==> src/rtl/writeback_unit.sv <==
// ---------------------------------------------------------------------------
// writeback_unit
//   Arbitrates ALU and LSU results onto a single registered register-file
//   write port and tracks registers with outstanding long-latency writes.
//
//   LSU wins by default. After two consecutive ALU stalls, the ALU is forced
//   through for one cycle so it cannot starve.
//
//   Ports
//     clk_i, rst_n_i                      clock, async active-low reset
//     alu_valid_i/alu_rd_i/alu_data_i     ALU result offer
//     alu_ready_o                         ALU result accepted this cycle
//     lsu_valid_i/lsu_rd_i/lsu_data_i     LSU result offer
//     lsu_ready_o                         LSU result accepted this cycle
//     pend_set_i/pend_rd_i                long-latency op issued to pend_rd_i
//     chk_rs1_i/chk_rs2_i/chk_rd_i        decode registers to hazard-check
//     hazard_o                            a checked register is pending
//     rf_wen_o/rf_waddr_o/rf_wdata_o      registered register-file write port
//
//   Optional feature, enabled by defining WB_BYPASS_EN:
//     byp_valid_o/byp_addr_o/byp_data_o   mirror of the write port. Also, the
//     register being written this cycle is not reported as a hazard.
// ---------------------------------------------------------------------------
module writeback_unit #(
  parameter int unsigned AWIDTH = 5,
  parameter int unsigned DWIDTH = 32
) (
  input  logic              clk_i,
  input  logic              rst_n_i,
  input  logic              alu_valid_i,
  input  logic [AWIDTH-1:0] alu_rd_i,
  input  logic [DWIDTH-1:0] alu_data_i,
  output logic              alu_ready_o,
  input  logic              lsu_valid_i,
  input  logic [AWIDTH-1:0] lsu_rd_i,
  input  logic [DWIDTH-1:0] lsu_data_i,
  output logic              lsu_ready_o,
  input  logic              pend_set_i,
  input  logic [AWIDTH-1:0] pend_rd_i,
  input  logic [AWIDTH-1:0] chk_rs1_i,
  input  logic [AWIDTH-1:0] chk_rs2_i,
  input  logic [AWIDTH-1:0] chk_rd_i,
  output logic              hazard_o,
  output logic              rf_wen_o,
  output logic [AWIDTH-1:0] rf_waddr_o,
  output logic [DWIDTH-1:0] rf_wdata_o
`ifdef WB_BYPASS_EN
  ,
  output logic              byp_valid_o,
  output logic [AWIDTH-1:0] byp_addr_o,
  output logic [DWIDTH-1:0] byp_data_o
`endif
);

  localparam int unsigned NREG       = 2 ** AWIDTH;
  localparam logic [1:0]  STARVE_MAX = 2'd2;

  logic [1:0]        starve_q, starve_d;
  logic              alu_force;
  logic              alu_xfer, lsu_xfer;
  logic [NREG-1:0]   pend_q, pend_d;
  logic [NREG-1:0]   hz_mask;
  logic              wr_en_d;
  logic [AWIDTH-1:0] wr_addr_d;
  logic [DWIDTH-1:0] wr_data_d;

  // Arbitration: readies depend only on valids and the starvation counter.
  assign alu_force   = (starve_q == STARVE_MAX);
  assign lsu_ready_o = lsu_valid_i & ~alu_force;
  assign alu_ready_o = ~lsu_valid_i | alu_force;
  assign alu_xfer    = alu_valid_i & alu_ready_o;
  assign lsu_xfer    = lsu_valid_i & lsu_ready_o;

  // Count consecutive ALU stalls; saturates naturally since force grants ALU.
  always_comb begin
    starve_d = starve_q;
    if (!alu_valid_i || alu_xfer) begin
      starve_d = 2'd0;
    end else begin
      starve_d = starve_q + 2'd1;
    end
  end

  // Select the accepted result; the two transfers are mutually exclusive.
  always_comb begin
    wr_en_d   = 1'b0;
    wr_addr_d = alu_rd_i;
    wr_data_d = alu_data_i;
    if (lsu_xfer) begin
      wr_en_d   = (lsu_rd_i != '0);
      wr_addr_d = lsu_rd_i;
      wr_data_d = lsu_data_i;
    end else if (alu_xfer) begin
      wr_en_d   = (alu_rd_i != '0);
    end
  end

  // Pending scoreboard: LSU completion clears, issue sets, set wins.
  always_comb begin
    pend_d = pend_q;
    if (lsu_xfer) begin
      pend_d[lsu_rd_i] = 1'b0;
    end
    if (pend_set_i) begin
      pend_d[pend_rd_i] = 1'b1;
    end
    pend_d[0] = 1'b0;
  end

  // Hazard lookup against current state.
  always_comb begin
    hz_mask = pend_q;
`ifdef WB_BYPASS_EN
    if (rf_wen_o) begin
      hz_mask[rf_waddr_o] = 1'b0;
    end
`endif
    hazard_o = hz_mask[chk_rs1_i] | hz_mask[chk_rs2_i] | hz_mask[chk_rd_i];
  end

  // State and write-port registers; address/data only move on a real write.
  always_ff @(posedge clk_i or negedge rst_n_i) begin
    if (!rst_n_i) begin
      starve_q   <= 2'd0;
      pend_q     <= '0;
      rf_wen_o   <= 1'b0;
      rf_waddr_o <= '0;
      rf_wdata_o <= '0;
    end else begin
      starve_q <= starve_d;
      pend_q   <= pend_d;
      rf_wen_o <= wr_en_d;
      if (wr_en_d) begin
        rf_waddr_o <= wr_addr_d;
        rf_wdata_o <= wr_data_d;
      end
    end
  end

`ifdef WB_BYPASS_EN
  assign byp_valid_o = rf_wen_o;
  assign byp_addr_o  = rf_waddr_o;
  assign byp_data_o  = rf_wdata_o;
`endif

endmodule

==> config.mk <==
export PLATFORM = sky130hd
export DESIGN_NAME = writeback_unit
export DESIGN_NICKNAME = d
export VERILOG_FILES = /design/src/rtl/writeback_unit.sv
export SDC_FILE = /design/constraint.sdc
export NUM_CORES = 1
export LEC_CHECK = 0
export ABC_AREA = 1
export CAP_MARGIN = 10
export CORE_ASPECT_RATIO = 1.4
export CORE_UTILIZATION = 42
export CTS_CLUSTER_SIZE = 14
export DETAILED_ROUTE_END_ITERATION = 8
export HOLD_SLACK_MARGIN = 0.15
export PLACE_DENSITY = 0.87
export SLEW_MARGIN = 20
export SYNTH_ARGS = -nofsm -noshare
export SYNTH_HDL_FRONTEND = slang
export SYNTH_SLANG_ARGS = --single-unit
==> constraint.sdc <==
create_clock -name clk_i -period 1.55 [get_ports clk_i]
set_input_delay 0.31 -clock clk_i [delete_from_list [all_inputs] [get_ports clk_i]]
set_output_delay 0.31 -clock clk_i [all_outputs]
set_load 0.01 [all_outputs]
==> key figures, run 1 <==
Clock tree
  – Clock H-tree levels: 3
  – Sink Count: 71
  – Clock tree buffer depth: 2
  – Cts bufs inserted: 9
  – Clk slew on worst S/H paths: 60 ps
  – TritonCTS clock tree: yes
  – Root Driver: clkbuf_16
  – Worst skew pair latency: 350 ps

Final layout
  – Fill count: 629
  – Proportion of layout cells with a drive suffix above 1: 0.237
  – P&R area growth vs syn: 70.2%
  – Seq. cell area: 1780 um^2
  – # diodes: 0
  – Area occupied by multi-input gates: 2490 um^2
  – Number of nets in the layout: 878

Setup path
  – CP arrival: 2200 ps
  – CP required: 1780 ps
  – Sum of buffers and inverters on the critical path: 7
  – CP Capture Type: flip-flop
  – CP top delay family: buffers and inverters
  – Worst-path fanout max: 14
  – CP Cell Sequence: clkdlybuf4s50_1 -> inv_1 -> nor2_8 -> buf_6 -> buf_6 -> inv_4 -> buf_8 -> buf_12 -> nor2_1 -> o21ai_1 -> o21a_1
  – Most common cell on crit path: buf_6
  – Max stage delay on crit path: 490 ps
  – Crit start category: primary input
  – Critical path's slowest cell: clkdlybuf4s50_1
  – Critical path type: primary input to flip-flop

Placement
  – Final GP Congestion: 0.886
  – IO buf count: 139
  – Half-perimeter wire length after placement: 11.3 mm

Drt
  – Routed wire per std cell: 24.9 um
  – WL final: 22.8 mm
  – DR DRC count: 0
  – Via-per-instance ratio: 6.23
  – Vias: 5,708
  – Final ANT Viol Nets: 0
  – Initial drt markers: 582
  – Drt pass-1 iters: 6

Pwr
  – Net Sw Power: 2.49 mW
  – Power density cells: 968 nW/um^2
  – Clk pwr share: 0.281
  – Internal cell power: 4.51 mW
  – Pleak: 3.25 nW
  – Switch share: 0.356
  – Peak VDD IR: 949 uV
  – Total power draw: 7.00 mW
  – Comb pwr share: 0.352
  – Seq pwr share: 0.367

Synthesis
  – Synthesized instance count: 584
  – Net Count, Synth: 684
  – Yosys reg bits: 71
  – Post-synth top area cell: dfrtp_1
  – Post-Syn Area: 4250 um^2
  – Top post-synthesis cells by area: dfrtp_1, nand3_1, o21ai_0
  – YS warnings: 0
  – Avg Cell Area, Syn: 7.28 um^2
  – Seq/Total Area, Yosys: 0.418
  – Top cell type's share of synthesized area: 0.418
  – Synth unique cells: 29

Die
  – # IOs: 140
  – Die width: 87.0 um
  – Core ar.: 9850 um^2
  – Row count: 43
  – Die area: 10,500 um^2
  – Die Ht: 121 um
  – Initial core utilization: 0.432

Run
  – Max Cap Viol: 0

Timing
  – Fmax: 0.507 GHz
  – Count of endpoints failing setup in the final report: 71
  – RSZ-0062 raised after global routing: yes
  – Tcrit/Tclk final: 1.27
  – Final count of pins violating max slew: 0
  – PnR worst setup slack: -422 ps
  – Clock skew: 12.8 ps
  – Slew HR: 0.631
  – Sum Neg Setup Slack: -18,760 ps
  – Final hold violations: 0
  – Pin slew with the least headroom to its limit: 552 ps
  – Tmin final: 1970 ps
  – Hold slack final: 416 ps

Global routing
  – First-pass GRT wire length: 29.8 mm
  – Grt ovf: 0
  – Global route hottest layer: met2
  – Met3 usage: 0.0952
  – Initial antenna violation count: 0
  – Vias in the first global route: 5,594
  – Total GRT Usage: 0.386
  – Largest net degree at the start of global routing: 37
  – M2 GR Usage: 0.683
  – GR Layer Usage met1: 0.401

Outcome
  – Failing checks: setup timing
  – Status: complete, but fails checks

Min path
  – Hold WC Path Type: primary input to async pin
cells by family after synthesis:
family,synth area share
adder cells (fa/ha/maj),0.00294
flip-flops,0.418
AO/OA/AOI/OAI,0.197
buffers and inverters,0.0830
AND/OR/NAND/NOR,0.299
cell usage in the layout, fill, tap and decap left out, types with 2 or more instances in the layout:
master,n
nor2_2,7
nand2_4,2
inv_1,37
inv_2,9
o21ai_1,42
buf_16,5
nor2_1,63
o21ai_0,14
nand3_1,88
clkbuf_16,10
buf_4,27
dlygate4sd2_1,25
o21ai_2,39
nand2_1,111
clkbuf_1,2
nand2_2,3
clkdlybuf4s50_1,91
dfrtp_2,5
nand3b_1,2
o21ai_4,4
buf_8,8
o21a_1,33
buf_12,11
buf_6,21
buf_2,3
nor2_4,7
dlymetal6s2s_1,16
clkbuf_8,2
dfrtp_1,66
a21oi_4,4
nand3_4,2
nand3_2,7
layout make-up:
cell class / instances / share of cell area
Clock buffer: 13 / 0.0360
Timing Repair Buffer: 212 / 0.324
Sequential cell: 71 / 0.247
Inverter: 47 / 0.0247
Clock inverter: 1 / 0.000692
Tap cell: 135 / 0.0234
Multi-Input combinational cell: 437 / 0.344
worst paths after layout:
path | to | slack [ps] | cells past startpoint | start
max reg2reg | rf_wdata_o[8] | -400 | 11 | starve_q[0]
min reg2reg | rf_wdata_o[16] | 500 | 1 | rf_wdata_o[16]
min | rf_wdata_o[5] | 420 | 2 | rst_n_i
min in group clk_i | rf_wdata_o[16] | 500 | 1 | rf_wdata_o[16]
max in group asynchronous | hz_mask[27] | 580 | 3 | rst_n_i
max | rf_wdata_o[8] | -420 | 11 | lsu_valid_i
repair_timing:
| action | in CTS | in global routing |
|---|---|---|
| hold buffers | 1 | 0 |
| setup buffers | 14 | 13 |
| endpoints found under the hold margin | 11 | 0 |
| gates cloned | 7 | 1 |
| endpoints found under the setup margin | 66 | 85 |
| pin swaps | 13 | 17 |
| gates resized for setup | 192 | 96 |
layer usage:
layer / vias to the layer above / part of all wire
li1: 2332 / -
met1: 2626 / 0.32
met2: 564 / 0.48
met3: 186 / 0.11
met4: 0 / 0.084
met5: - / 0
per-stage QoR:
stage	setup WS [ps]	instance area (um^2)	utilization	std cells
6_report	-422	7230	0.735	916
5_1_grt	-436	7230	0.735	916
4_1_cts	-304	6930	0.704	911
3_5_place_dp	-973	6110	0.620	875
3_3_place_gp	-994	6110	0.620	875
2_1_floorplan	15.8	4260	-	584
power by group through the flow:
| stage | combinational (mW) | sequential [mW] | clock, mW |
|---|---|---|---|
| floorplan | 0.862 | 2.46 | 0 |
| global placement | 1.80 | 2.51 | 0 |
| global route | 2.59 | 2.60 | 2.01 |
| finish | 2.46 | 2.57 | 1.97 |
| CTS | 2.10 | 2.50 | 1.88 |
| detailed placement | 1.85 | 2.52 | 0 |
Yosys cell counts:
cell type and n:
buf_1 1, a21oi_2 1, inv_1 46, nor2_8 1, buf_12 1, buf_6 3
dfrtp_1 71, nor3_1 2, a31oi_1 1, nand3_2 1, nand3b_1 2, nor4_1 1
nand3_1 96, o211ai_1 1, buf_4 2, o22ai_2 1, nand2_2 1, o21ai_2 10
buf_2 8, inv_2 1, nor2_1 77, o21a_1 33, nand2_1 115, o21ai_0 89
clkbuf_1 13, o21bai_1 1, a21oi_1 3, buf_8 1, ha_1 1
sequential cells by signal, summed over array words and instances, names as in the netlist:
signal,flops
rf_wen_o,1
starve_q,2
hz_mask,31
rf_wdata_o,32
rf_waddr_o,5
(Power assumes the default switching activity.)
==> run 2: changes to the inputs <==
--- a/config.mk
+++ b/config.mk
@@ -7,7 +7,7 @@
 export LEC_CHECK = 0
 export ABC_AREA = 1
 export CAP_MARGIN = 10
-export CORE_ASPECT_RATIO = 1.4
+export CORE_ASPECT_RATIO = 1.75
 export CORE_UTILIZATION = 42
 export CTS_CLUSTER_SIZE = 14
 export DETAILED_ROUTE_END_ITERATION = 8
==> run 2 against run 1 <==
The run still ends with setup timing left. Non-clock buffer count grew 2. Final cell count shrank 0.87%. Via count shrank 1.3%. Clock skew shrank 2.1 ps. Die area grew 0.10%. Register-to-register slack gained 110 ps. Maximum frequency grew 6.6%. Largest cell class is now buffers.
==> key figures, run 2 (synthesis gave the netlist of run 1 again) <==
Outcome
  – Status: complete, but fails checks
  – Failing checks: setup timing

Timing
  – Slew HR: 0.666
  – Hold slack final: 431 ps
  – Tcrit/Tclk final: 1.19
  – Final hold violations: 0
  – Fmax: 0.541 GHz
  – Count of endpoints failing setup in the final report: 67
  – Pin slew with the least headroom to its limit: 500 ps
  – RSZ-0062 raised after global routing: yes
  – Final count of pins violating max slew: 0
  – Tmin final: 1850 ps
  – PnR worst setup slack: -299 ps
  – Clock skew: 10.8 ps
  – Sum Neg Setup Slack: -12,660 ps

Die
  – Initial core utilization: 0.431
  – Die area: 10,500 um^2
  – # IOs: 140
  – Row count: 48
  – Die Ht: 135 um
  – Core ar.: 9850 um^2
  – Die width: 78.0 um

Min path
  – Hold WC Path Type: primary input to async pin

Setup path
  – CP arrival: 1540 ps
  – Critical path type: flip-flop to primary output
  – Crit start category: flip-flop
  – Max stage delay on crit path: 400 ps
  – CP required: 1240 ps
  – CP Cell Sequence: inv_1 -> nand2_1 -> nand3_1 -> nand3_1 -> nand3_1 -> nand3b_1 -> nand2_1 -> nand3_1 -> buf_2
  – CP Capture Type: primary output
  – Worst-path fanout max: 3
  – Most common cell on crit path: nand3_1
  – Critical path's slowest cell: dfrtp_1

Final layout
  – Commonest non-fill, non-tap cell in the layout: nand2_1
  – P&R area growth vs syn: 71.0%
  – # diodes: 0
  – Seq. cell area: 1780 um^2
  – Area occupied by multi-input gates: 2410 um^2
  – Post-layout util: 0.738
  – Number of nets in the layout: 880
  – Reg with most FFs: rf_wdata_o
  – Max reg flops: 32
  – Most frequent cells in the layout: nand2_1, nand3_1, clkdlybuf4s50_1
  – Proportion of layout cells with a drive suffix above 1: 0.225
  – Fill count: 611

Placement
  – Final GP Congestion: 0.902
  – IO buf count: 139
  – Half-perimeter wire length after placement: 10.7 mm

Drt
  – Initial drt markers: 430
  – Drt pass-1 iters: 7
  – DR DRC count: 0
  – Met3 Wirelength: 1.88 mm
  – WL final: 20.9 mm
  – Routed wire per std cell: 23.0 um
  – Metal-1 WL: 6.76 mm
  – Metal2 WL: 10.4 mm
  – Via-per-instance ratio: 6.20
  – Top Metal Used: met4
  – Final ANT Viol Nets: 0
  – Vias: 5,633

Global routing
  – Initial antenna violation count: 0
  – Grt ovf: 0
  – Total GRT Usage: 0.375
  – First-pass GRT wire length: 29.9 mm
  – Largest net degree at the start of global routing: 39
  – Vias in the first global route: 5,737

Pwr
  – Pleak: 3.34 nW
  – Total power draw: 7.03 mW
  – Peak VDD IR: 900 uV
  – Power density cells: 968 nW/um^2

Clock tree
  – TritonCTS clock tree: yes
  – Cts bufs inserted: 9
  – Clock H-tree levels: 3
  – Clock tree buffer depth: 2
  – Sink Count: 71
  – Clk slew on worst S/H paths: 60 ps
  – Root Driver: clkbuf_16
  – Worst skew pair latency: 340 ps

Run
  – Max Cap Viol: 0
run 2: cell count changes in the layout (fill, tap and decap cells not counted), moves of 7 or more:
cell and delta:
buf_6 -7, nor2_1 +8, dlygate4sd2_1 -7, buf_12 +7
o21ai_2 +9, o21ai_0 -7, dlymetal6s2s_1 +10
run 2: area by class of cell:
class | instances | share of cell area
Clock inverter | 3 | 0.00620
Sequential cell | 71 | 0.245
Multi-Input combinational cell | 437 | 0.332
Clock buffer | 11 | 0.0334
Tap cell | 125 | 0.0215
Timing Repair Buffer | 214 | 0.337
Inverter | 47 | 0.0250
run 2: worst max-delay path: cells and delay by family, from the launching register on:
kind / cells / cell delay (ps)
buffers and inverters: 2 / 250
DFF: 1 / 400
and+or+nand+nor: 7 / 560
run 2: stage by stage:
step / worst slack [ps] / cell area [um^2] / instances
finish: -299 / 7270 / 908
CTS: -320 / 7010 / 901
floorplan: 15.8 / 4260 / 584
detailed placement: -922 / 6040 / 859
global route: -382 / 7270 / 908
global placement: -891 / 6040 / 859
run 2: path summary, 6_finish.rpt:
path                           startpoint  depth (start not counted)              to  slack (ps)
hold / removal                    rst_n_i                          2  rf_wdata_o[10]         430
setup / recovery               hz_mask[7]                          9        hazard_o        -300
min in group clk_i         rf_wdata_o[12]                          1  rf_wdata_o[12]         490
hold reg to reg            rf_wdata_o[12]                          1  rf_wdata_o[12]         490
setup reg to reg              starve_q[1]                         10  rf_wdata_o[13]        -290
max in group asynchronous         rst_n_i                          3     hz_mask[22]         610
run 2: layer usage:
layer / global-route usage / up-vias
li1: - / 2341
met1: 0.389 / 2648
met2: 0.685 / 479
met3: 0.0784 / 165
met4: 0.224 / 0
met5: 0 / -
run 2: repair_timing:
item / in CTS / in global routing
setup endpoints to repair: 74 / 97
buffers inserted: 16 / 12
cloned: 11 / 2
gates resized for setup: 155 / 110
hold buffers: 1 / 0
endpoints found under the hold margin: 12 / 0
pin swaps: 8 / 18
run 2: power breakdown:
part	internal (mW)	total, mW	switching (mW)
combinational	1.19	2.41	1.22
clock	1.27	2.08	0.809
sequential	2.18	2.54	0.359
total	4.64	7.03	2.39
